**src/rtl/dsp_sequencer.sv**
```systemverilog
// -----------------------------------------------------------------------------
// dsp_sequencer
// -----------------------------------------------------------------------------
// Fetch/decode/execute sequencer for the DSP core. Owns the program counter,
// the instruction register and the operand-word register. Presents the IR to
// the control-word LUT and lets the LUT's state-changing strobes through only
// in the single EXECUTE cycle of each instruction.
//
// Instruction flow:
//   FETCH -> DECODE -> EXECUTE                 single-word instruction
//   FETCH -> DECODE -> FETCH2 -> EXECUTE       two-word branch (pcInMux_ctrl=00)
//   EXECUTE -> HALT when halt_req is high at the instruction boundary
//
// Parameters:
//   PC_W       program address width (PC wraps modulo 2**PC_W)
//   RESET_VEC  PC value loaded on reset
//
// Ports:
//   clk           in   1     core clock, rising edge
//   reset_n       in   1     asynchronous active-low reset
//   pm_req        out  1     program-memory read request
//   pm_addr       out  PC_W  program-memory address (the PC)
//   pm_ack        in   1     read complete, pm_data valid this cycle
//   pm_data       in   16    instruction/operand word
//   instruction   out  16    IR, to LUT
//   op_dk         out  8     IR[15:8], to LUT
//   op_s          out  4     IR[15:12], to LUT
//   pcInMux_ctrl  in   2     11=PC+1, 00=two-word branch, 01=PC<-acc_lo, 10=PC-1
//   branch_cond   in   1     branch condition, used in EXECUTE for 00
//   acc_lo        in   PC_W  computed-branch target
//   raw_strobe    in   6     LUT {tReg,pReg,load_acc,enable_acc,dataWr,dp}
//   exec_strobe   out  6     raw_strobe in EXECUTE, else 0
//   operand       out  16    second word of a two-word instruction
//   halt_req      in   1     halt at the next instruction boundary
//   halted        out  1     high while in HALT
//   retire        out  1     high in each EXECUTE cycle
//   step          in   1     (DSP_SEQ_SINGLE_STEP_EN only) rising edge in HALT
//                            runs exactly one instruction
//
// Configuration macro: DSP_SEQ_SINGLE_STEP_EN
//   defined   -> adds the step input and single-step support from HALT
//   undefined -> HALT is left only when halt_req deasserts
// -----------------------------------------------------------------------------
module dsp_sequencer #(
  parameter int              PC_W      = 12,
  parameter logic [PC_W-1:0] RESET_VEC = {PC_W{1'b0}}
) (
  input  logic            clk,
  input  logic            reset_n,
  output logic            pm_req,
  output logic [PC_W-1:0] pm_addr,
  input  logic            pm_ack,
  input  logic [15:0]     pm_data,
  output logic [15:0]     instruction,
  output logic [7:0]      op_dk,
  output logic [3:0]      op_s,
  input  logic [1:0]      pcInMux_ctrl,
  input  logic            branch_cond,
  input  logic [PC_W-1:0] acc_lo,
  input  logic [5:0]      raw_strobe,
  output logic [5:0]      exec_strobe,
  output logic [15:0]     operand,
  input  logic            halt_req,
  output logic            halted,
`ifdef DSP_SEQ_SINGLE_STEP_EN
  input  logic            step,
`endif
  output logic            retire
);

  typedef enum logic [2:0] {
    S_FETCH   = 3'd0,
    S_DECODE  = 3'd1,
    S_FETCH2  = 3'd2,
    S_EXECUTE = 3'd3,
    S_HALT    = 3'd4
  } state_t;

  localparam logic [PC_W-1:0] PC_ONE = {{(PC_W-1){1'b0}}, 1'b1};

  state_t            r_state;
  logic [PC_W-1:0]   r_pc;
  logic [15:0]       r_ir;
  logic [15:0]       r_operand;
  logic              r_pm_req;
  logic              r_retire;
  logic              r_halted;

  state_t            w_state_nxt;
  logic [PC_W-1:0]   w_pc_nxt;
  logic [15:0]       w_ir_nxt;
  logic [15:0]       w_operand_nxt;
  logic              w_ack;

`ifdef DSP_SEQ_SINGLE_STEP_EN
  logic              r_step_q;
  logic              r_step_mode;
  logic              w_step_rise;
  logic              w_step_mode_nxt;
`endif

  // An ack only counts while our request is actually on the bus, so a late
  // ack from a handshake that reset cut short is dropped.
  assign w_ack = pm_ack & r_pm_req;

`ifdef DSP_SEQ_SINGLE_STEP_EN
  assign w_step_rise = step & ~r_step_q;
`endif

  // Next-state, PC, IR and operand selection.
  always_comb begin
    w_state_nxt   = r_state;
    w_pc_nxt      = r_pc;
    w_ir_nxt      = r_ir;
    w_operand_nxt = r_operand;
`ifdef DSP_SEQ_SINGLE_STEP_EN
    w_step_mode_nxt = r_step_mode;
`endif
    case (r_state)
      S_FETCH: begin
        if (w_ack) begin
          w_ir_nxt    = pm_data;
          w_pc_nxt    = r_pc + PC_ONE;
          w_state_nxt = S_DECODE;
        end else begin
          w_state_nxt = S_FETCH;
        end
      end
      S_DECODE: begin
        // The LUT has had one full cycle on the new IR; 00 needs the operand.
        if (pcInMux_ctrl == 2'b00) begin
          w_state_nxt = S_FETCH2;
        end else begin
          w_state_nxt = S_EXECUTE;
        end
      end
      S_FETCH2: begin
        if (w_ack) begin
          w_operand_nxt = pm_data;
          w_pc_nxt      = r_pc + PC_ONE;
          w_state_nxt   = S_EXECUTE;
        end else begin
          w_state_nxt = S_FETCH2;
        end
      end
      S_EXECUTE: begin
        // PC already points past the instruction (and operand, if any).
        case (pcInMux_ctrl)
          2'b11: w_pc_nxt = r_pc;
          2'b00: begin
            if (branch_cond) begin
              w_pc_nxt = r_operand[PC_W-1:0];
            end else begin
              w_pc_nxt = r_pc;
            end
          end
          2'b01: w_pc_nxt = acc_lo;
          2'b10: w_pc_nxt = r_pc - PC_ONE;
          default: w_pc_nxt = r_pc;
        endcase
`ifdef DSP_SEQ_SINGLE_STEP_EN
        if (r_step_mode) begin
          w_step_mode_nxt = 1'b0;
          w_state_nxt     = S_HALT;
        end else if (halt_req) begin
          w_state_nxt = S_HALT;
        end else begin
          w_state_nxt = S_FETCH;
        end
`else
        if (halt_req) begin
          w_state_nxt = S_HALT;
        end else begin
          w_state_nxt = S_FETCH;
        end
`endif
      end
      S_HALT: begin
`ifdef DSP_SEQ_SINGLE_STEP_EN
        if (!halt_req) begin
          w_state_nxt = S_FETCH;
        end else if (w_step_rise) begin
          // Run one instruction, then come back here whatever halt_req does.
          w_step_mode_nxt = 1'b1;
          w_state_nxt     = S_FETCH;
        end else begin
          w_state_nxt = S_HALT;
        end
`else
        if (!halt_req) begin
          w_state_nxt = S_FETCH;
        end else begin
          w_state_nxt = S_HALT;
        end
`endif
      end
      default: begin
        // Illegal encoding: restart the fetch cycle at the current PC.
        w_state_nxt = S_FETCH;
      end
    endcase
  end

  // State, architectural registers and registered status outputs.
  always_ff @(posedge clk or negedge reset_n) begin
    if (!reset_n) begin
      r_state   <= S_FETCH;
      r_pc      <= RESET_VEC;
      r_ir      <= 16'h0000;
      r_operand <= 16'h0000;
      r_pm_req  <= 1'b0;
      r_retire  <= 1'b0;
      r_halted  <= 1'b0;
    end else begin
      r_state   <= w_state_nxt;
      r_pc      <= w_pc_nxt;
      r_ir      <= w_ir_nxt;
      r_operand <= w_operand_nxt;
      // Status flags are computed from the next state so they line up
      // exactly with the state they describe.
      r_pm_req  <= (w_state_nxt == S_FETCH) || (w_state_nxt == S_FETCH2);
      r_retire  <= (w_state_nxt == S_EXECUTE);
      r_halted  <= (w_state_nxt == S_HALT);
    end
  end

`ifdef DSP_SEQ_SINGLE_STEP_EN
  // Step edge detector and single-step flag.
  always_ff @(posedge clk or negedge reset_n) begin
    if (!reset_n) begin
      r_step_q    <= 1'b0;
      r_step_mode <= 1'b0;
    end else begin
      r_step_q    <= step;
      r_step_mode <= w_step_mode_nxt;
    end
  end
`endif

  assign pm_req      = r_pm_req;
  assign pm_addr     = r_pc;
  assign instruction = r_ir;
  assign op_dk       = r_ir[15:8];
  assign op_s        = r_ir[15:12];
  assign operand     = r_operand;
  assign retire      = r_retire;
  assign halted      = r_halted;
  // retire is high exactly in EXECUTE, so it doubles as the strobe gate.
  assign exec_strobe = raw_strobe & {6{r_retire}};

endmodule

```
**config.mk**
```make
export PLATFORM = sky130hd
export DESIGN_NAME = dsp_sequencer
export DESIGN_NICKNAME = d
export VERILOG_FILES = /design/src/rtl/dsp_sequencer.sv
export SDC_FILE = /design/constraint.sdc
export NUM_CORES = 1
export LEC_CHECK = 0
export BUFFER_PORTS_ARGS = -buffer_cell sky130_fd_sc_hd__buf_4
export CAP_MARGIN = 20
export CORE_UTILIZATION = 50
export CTS_BUF_LIST = sky130_fd_sc_hd__clkbuf_8 sky130_fd_sc_hd__clkbuf_16
export CTS_CLUSTER_SIZE = 20
export DETAILED_ROUTE_END_ITERATION = 8
export GPL_TIMING_DRIVEN = 0
export PLACE_DENSITY = 0.81
export SLEW_MARGIN = 20
export SYNTH_ARGS = -nofsm -noshare
export SYNTH_HDL_FRONTEND = slang
export SYNTH_SLANG_ARGS = --single-unit
```
**constraint.sdc**
```tcl
create_clock -name clk -period 2.65 [get_ports clk]
set_clock_uncertainty 0.15 [all_clocks]
set_input_delay 0 -clock clk [delete_from_list [all_inputs] [get_ports clk]]
set_output_delay 0 -clock clk [all_outputs]
set_load 0.1 [all_outputs]
```
== Word-level counts from Yosys, hierarchy flattened ==
Cells that the tools add are included.

* Equality and inequality tests: 13
* Muxes and demuxes: 9
* $lt $le $gt $ge: 0
* Shift operators: 0
* Reduce and logical (&&, ||, !) cells: 10
* Add/subtract/negate cells: 2
* Bitwise operators: 2
* Multiply operators: 0
* Div/mod/pow operators: 0

{| class="wikitable"
|+ Operators with widths
! kind !! number
|-
| $pmux W12 S3 || 1
|-
| $mux W12 || 2
|-
| $pmux W12 S2 || 1
|-
| $add A12 B1 Y12 const B || 1
|-
| $eq A3 B2 Y1 const B || 4
|-
| $pmux W3 S4 || 1
|-
| $sub A12 B1 Y12 const B || 1
|-
| $and A6 B6 Y6 || 1
|-
| $eq A3 B3 Y1 const B || 2
|-
| $logic_not A3 Y1 || 2
|-
| $eq A2 B2 Y1 const B || 2
|-
| $reduce_and A2 Y1 || 2
|-
| $reduce_and A4 Y1 || 1
|-
| $reduce_or A2 Y1 || 2
|-
| $eq A3 B1 Y1 const B || 1
|-
| $mux W1 || 3
|-
| $mux W3 || 1
|-
| $ne A3 B3 Y1 const B || 1
|-
| $eq A2 B1 Y1 const B || 1
|-
| $logic_not A2 Y1 || 1
|-
| $ne A2 B1 Y1 const B || 1
|-
| $ne A2 B2 Y1 const B || 1
|-
| $reduce_bool A2 Y1 || 1
|-
| $and A1 B1 Y1 || 1
|-
| $logic_or A1 B1 Y1 || 1
|}

* Latch bits: 0
* Word-level logic and storage cells: 43
* Memories: 0
* Memory bits (writable): 0
* ROM bits: 0
* Bits in registers: 50
* Output and inout port bits: 65
* Bits of input ports: 41

== Longest topological paths before layout ==
* Depth in word-level cells: 5
* Depth in mapped cells: 7
* Depth with buffers taken out: 6

== Worst setup path before layout ==
OpenSTA, ideal clock, no wires.

* Kind: register to register
* From: reg r_pc[1], in the netlist pm_addr[1]
* To: reg r_pc[8], in the netlist pm_addr[8]
* Cell stages (with the launch flop): 8
* Setup time: 0.122 ns
* Path slack: -0.117 ns
* Arrival: 2.495 ns
* Period minus slack after synthesis: 2.767 ns
* Path buffers: 1
* Data required time: 2.378 ns
* Cells stage by stage: dfrtp_1 -> inv_1 -> ha_1 -> or3b_4 -> buf_6 -> o311a_1 -> or3_1 -> a32o_1

* Longest elaborated chain between the ends: 3
* Elaborated cells on any way between the ends: 5
* Those cells by class: 2 x add/sub; 3 x mux

{| class="wikitable"
|+ RTL lines
! item !! line !! source
|-
| from (decl) || 82 || <nowiki>logic [PC_W-1:0] r_pc;</nowiki>
|-
| from (signal assigned) || 216 || <nowiki>r_pc <= w_pc_nxt;</nowiki>
|-
| $sub A12 B1 Y12 or $add A12 B1 Y12 (tied branches) || 158, 123, 140 ||
|-
| $pmux W12 S3 or $mux W12 (tied branches) || 148, 121, 138 ||
|-
| $pmux W12 S2 * || 119 || <nowiki>case (r_state)</nowiki>
|}

Every way passes the cells marked *; elsewhere a longest branch is shown, timed or not. The select of a mux whose other input is x is not followed.
A chain may end at the register's enable or synchronous reset.

== Worst setup path after layout ==
Ends and elaborated chain as after synthesis.

==> flow_metrics.tcl <==
set metrics [dict create \
    start_util_pct 52.1 \
    cts_root_buf "clkbuf_8" \
    drive_gt1_share_pct 34.5 \
    dp_hpwl_um 5660 \
    cts.clk_slew.worst_paths_ns 0.10 \
    fin_crit_ns 2.44 \
    clock_latency_ns 0.30 \
    cp_slowest_cell "dfrtp_2" \
    nets 458 \
    grt_max_degree 51 \
    die_area_sq_um 6080 \
    cts_setup_buffers 0 \
    synth_area_leader_cell "dfrtp_1" \
    synth_top_area_share_pct 43.3 \
    ff2ff_path_depth 7 \
    path_max_fanout 7 \
    cts_tree "yes" \
    place_inst 454 \
    synth_edf_count 0 \
    synth_flop_cell "dfrtp_1" \
    gp_congestion 0.863 \
    pre_cts_ws_ns 0.0538 \
    instances_no_fill 483 \
    arrival_ns 2.49 \
    hold_depth 4 \
    vias_per_cell 5.73 \
    reg2reg_slack_ns 0.21 \
    crit_family "simple AND/OR/NAND/NOR gates" \
    dr.pass1.iters 5 \
    rsz0062_at_grt "no" \
    rows 27 \
    ioPinCount 106 \
    grt_pass1_vias 2642 \
    yosysWarnings 0 \
    status "finished, final reports clean" \
    cp_data_required_time_ns 2.70 \
    min_to "pm_addr[5]" \
    max_cap_viol_count 0 \
    async_flop_share_pct 100 \
    post_drt_wl_per_cell_um 16.1 \
    reg2reg_to "pm_addr[8]" \
    htreeDepth 2 \
    synth_area_per_cell_sq_um 10.4 \
    drv_slew 0 \
    finalWorstSetupSlack_ns 0.212 \
    clock-sinks 50 \
    final_common_cell "buf_4" \
    drtIter0Drc 228 \
    path_class "flip-flop to flip-flop" \
    fin_area_sq_um 4070 \
    vias 2770 \
    ys_seq_area_share_pct 43.3 \
    gr-total-overflow 0 \
    fp.dieW_um 78.0 \
    period_share_pct 92.0 \
    core-area_sq_um 5540 \
    hp-start "acc_lo[5]" \
    n_antenna_cell 0 \
    startpoint_type "flip-flop" \
    drc 0 \
    synth.distinct_cells 56 \
    drt-total-wl_um 7800 \
    antenna_found_initial 0 \
    most-common-layout-cells "buf_4 (117), dfrtp_1 (46), mux2_1 (34)" \
    grt_usage_pct 26.4 \
    synth_area_leaders "dfrtp_1 (43%), mux2_1 (13%), buf_4 (3.1%)" \
    cpPeakStageDelay_ns 0.46 \
    fmax_mhz 410 \
    die_h_um 78.0 \
    placed_area_sq_um 3770 \
    clockBufferDepth 2 \
    syn2layout_area_growth_pct 41.1 \
    cts_inserted_buffers 5 \
    cp_num_buf_inv 2 \
    setup_viol 0 \
    grt_pass1_wl_um 12600 \
    n_fill_cell 411 \
    path_cells "inv_1, ha_1, or3b_4, buf_6, o311a_1, or3_1, a32o_1" \
    reg2reg_from "pm_addr[1]" \
    drtAntennaViolNets 0 \
    hold_path_class "primary input to flip-flop" \
    slew_headroom_pct 47.1 \
    worst_pin_slew_ns 0.789 \
    finalSetupTns_ns 0 \
    ys_ff_latch 50 \
    netlist_area_sq_um 2890 \
    hold_viol 0 \
    crit_path_end_kind "flip-flop" \
    netlist_instances 277 \
    syn_nets 324 \
    port_buffers 105 \
]
==> Yosys cell counts (all sizes together), types with 6 or more instances <==
library cell and count:
inv 6, clkbuf 13, mux2 34, nor2 13, o21ai 12, buf 20
nand2 17, a21oi 9, and2 9, ha 6, dfrtp 50
==> layout make-up <==
type                       instances  area (sq um)  share of cell area [%]
timing repair buffer             127          1010                    24.8
clock inverter                     2          11.3                   0.276
multi-input combinational        187          1410                    34.7
tap                               72          90.1                    2.21
inverter                           7          26.3                   0.645
buffer                            33           198                    4.85
sequential                        50          1260                    30.8
clock buffer                       5          68.8                    1.69
==> flip-flops by register name (all words and copies together) (netlist names) <==
signal       flops
halted           1
retire           1
r_state          3
instruction     16
pm_req           1
pm_addr         12
operand         16
==> through the flow <==
stage               util (%)  hold WS (ns)
floorplan                  -        -0.446
global placement        68.0       -0.0850
detailed placement      68.0       -0.0858
CTS                     73.5        0.0340
global route            73.5        0.0374
finish                  73.5        0.0366
==> layer usage <==
| metal | vias to the layer above | track usage, % | share of wire (%) |
|---|---|---|---|
| met4 | 0 | 8.52 | 1.8 |
| li1 | 1271 | - | - |
| met2 | 119 | 46.2 | 51 |
| met3 | 21 | 4.94 | 5.9 |
| met5 | - | 0 | 0 |
| met1 | 1359 | 32.8 | 41 |
==> cell families after synthesis <==
logic type                 share of synthesized area (%)
xor gates and xnor gates                            1.52
buffers and inverters                               7.76
and+or+nand+nor                                     15.0
adders and majority gates                           2.60
AOI/OAI and AO/OA                                   15.8
muxes                                               14.0
DFF                                                 43.3
==> worst register-to-register path: stages (launching register included) <==
cell and delay [ns]:
dfrtp_2 0.46, inv_1 0.10, ha_1 0.18, or3b_4 0.39, buf_6 0.14, o311a_1 0.31, or3_1 0.35, a32o_1 0.26
==> what timing repair did <==
action	4_1_cts	5_1_grt
hold buffers	22	0
resized for setup	0	1
setup endpoints to repair	0	10
hold endpoints to repair	90	0
==> how the worst max path moves through the flow <==
stage / from / cells after the start / to
floorplan: pm_addr[5] / 6 / pm_addr[8]
global placement: r_state[0] / 6 / instruction[7]
detailed placement: r_state[0] / 6 / instruction[11]
CTS: r_state[0] / 6 / instruction[11]
global route: pm_addr[1] / 7 / pm_addr[8]
finish: pm_addr[1] / 7 / pm_addr[8]
Power is left out: the tool's default activity adds up to more than one toggle a clock period on the data nets, which glitch-free logic cannot reach.
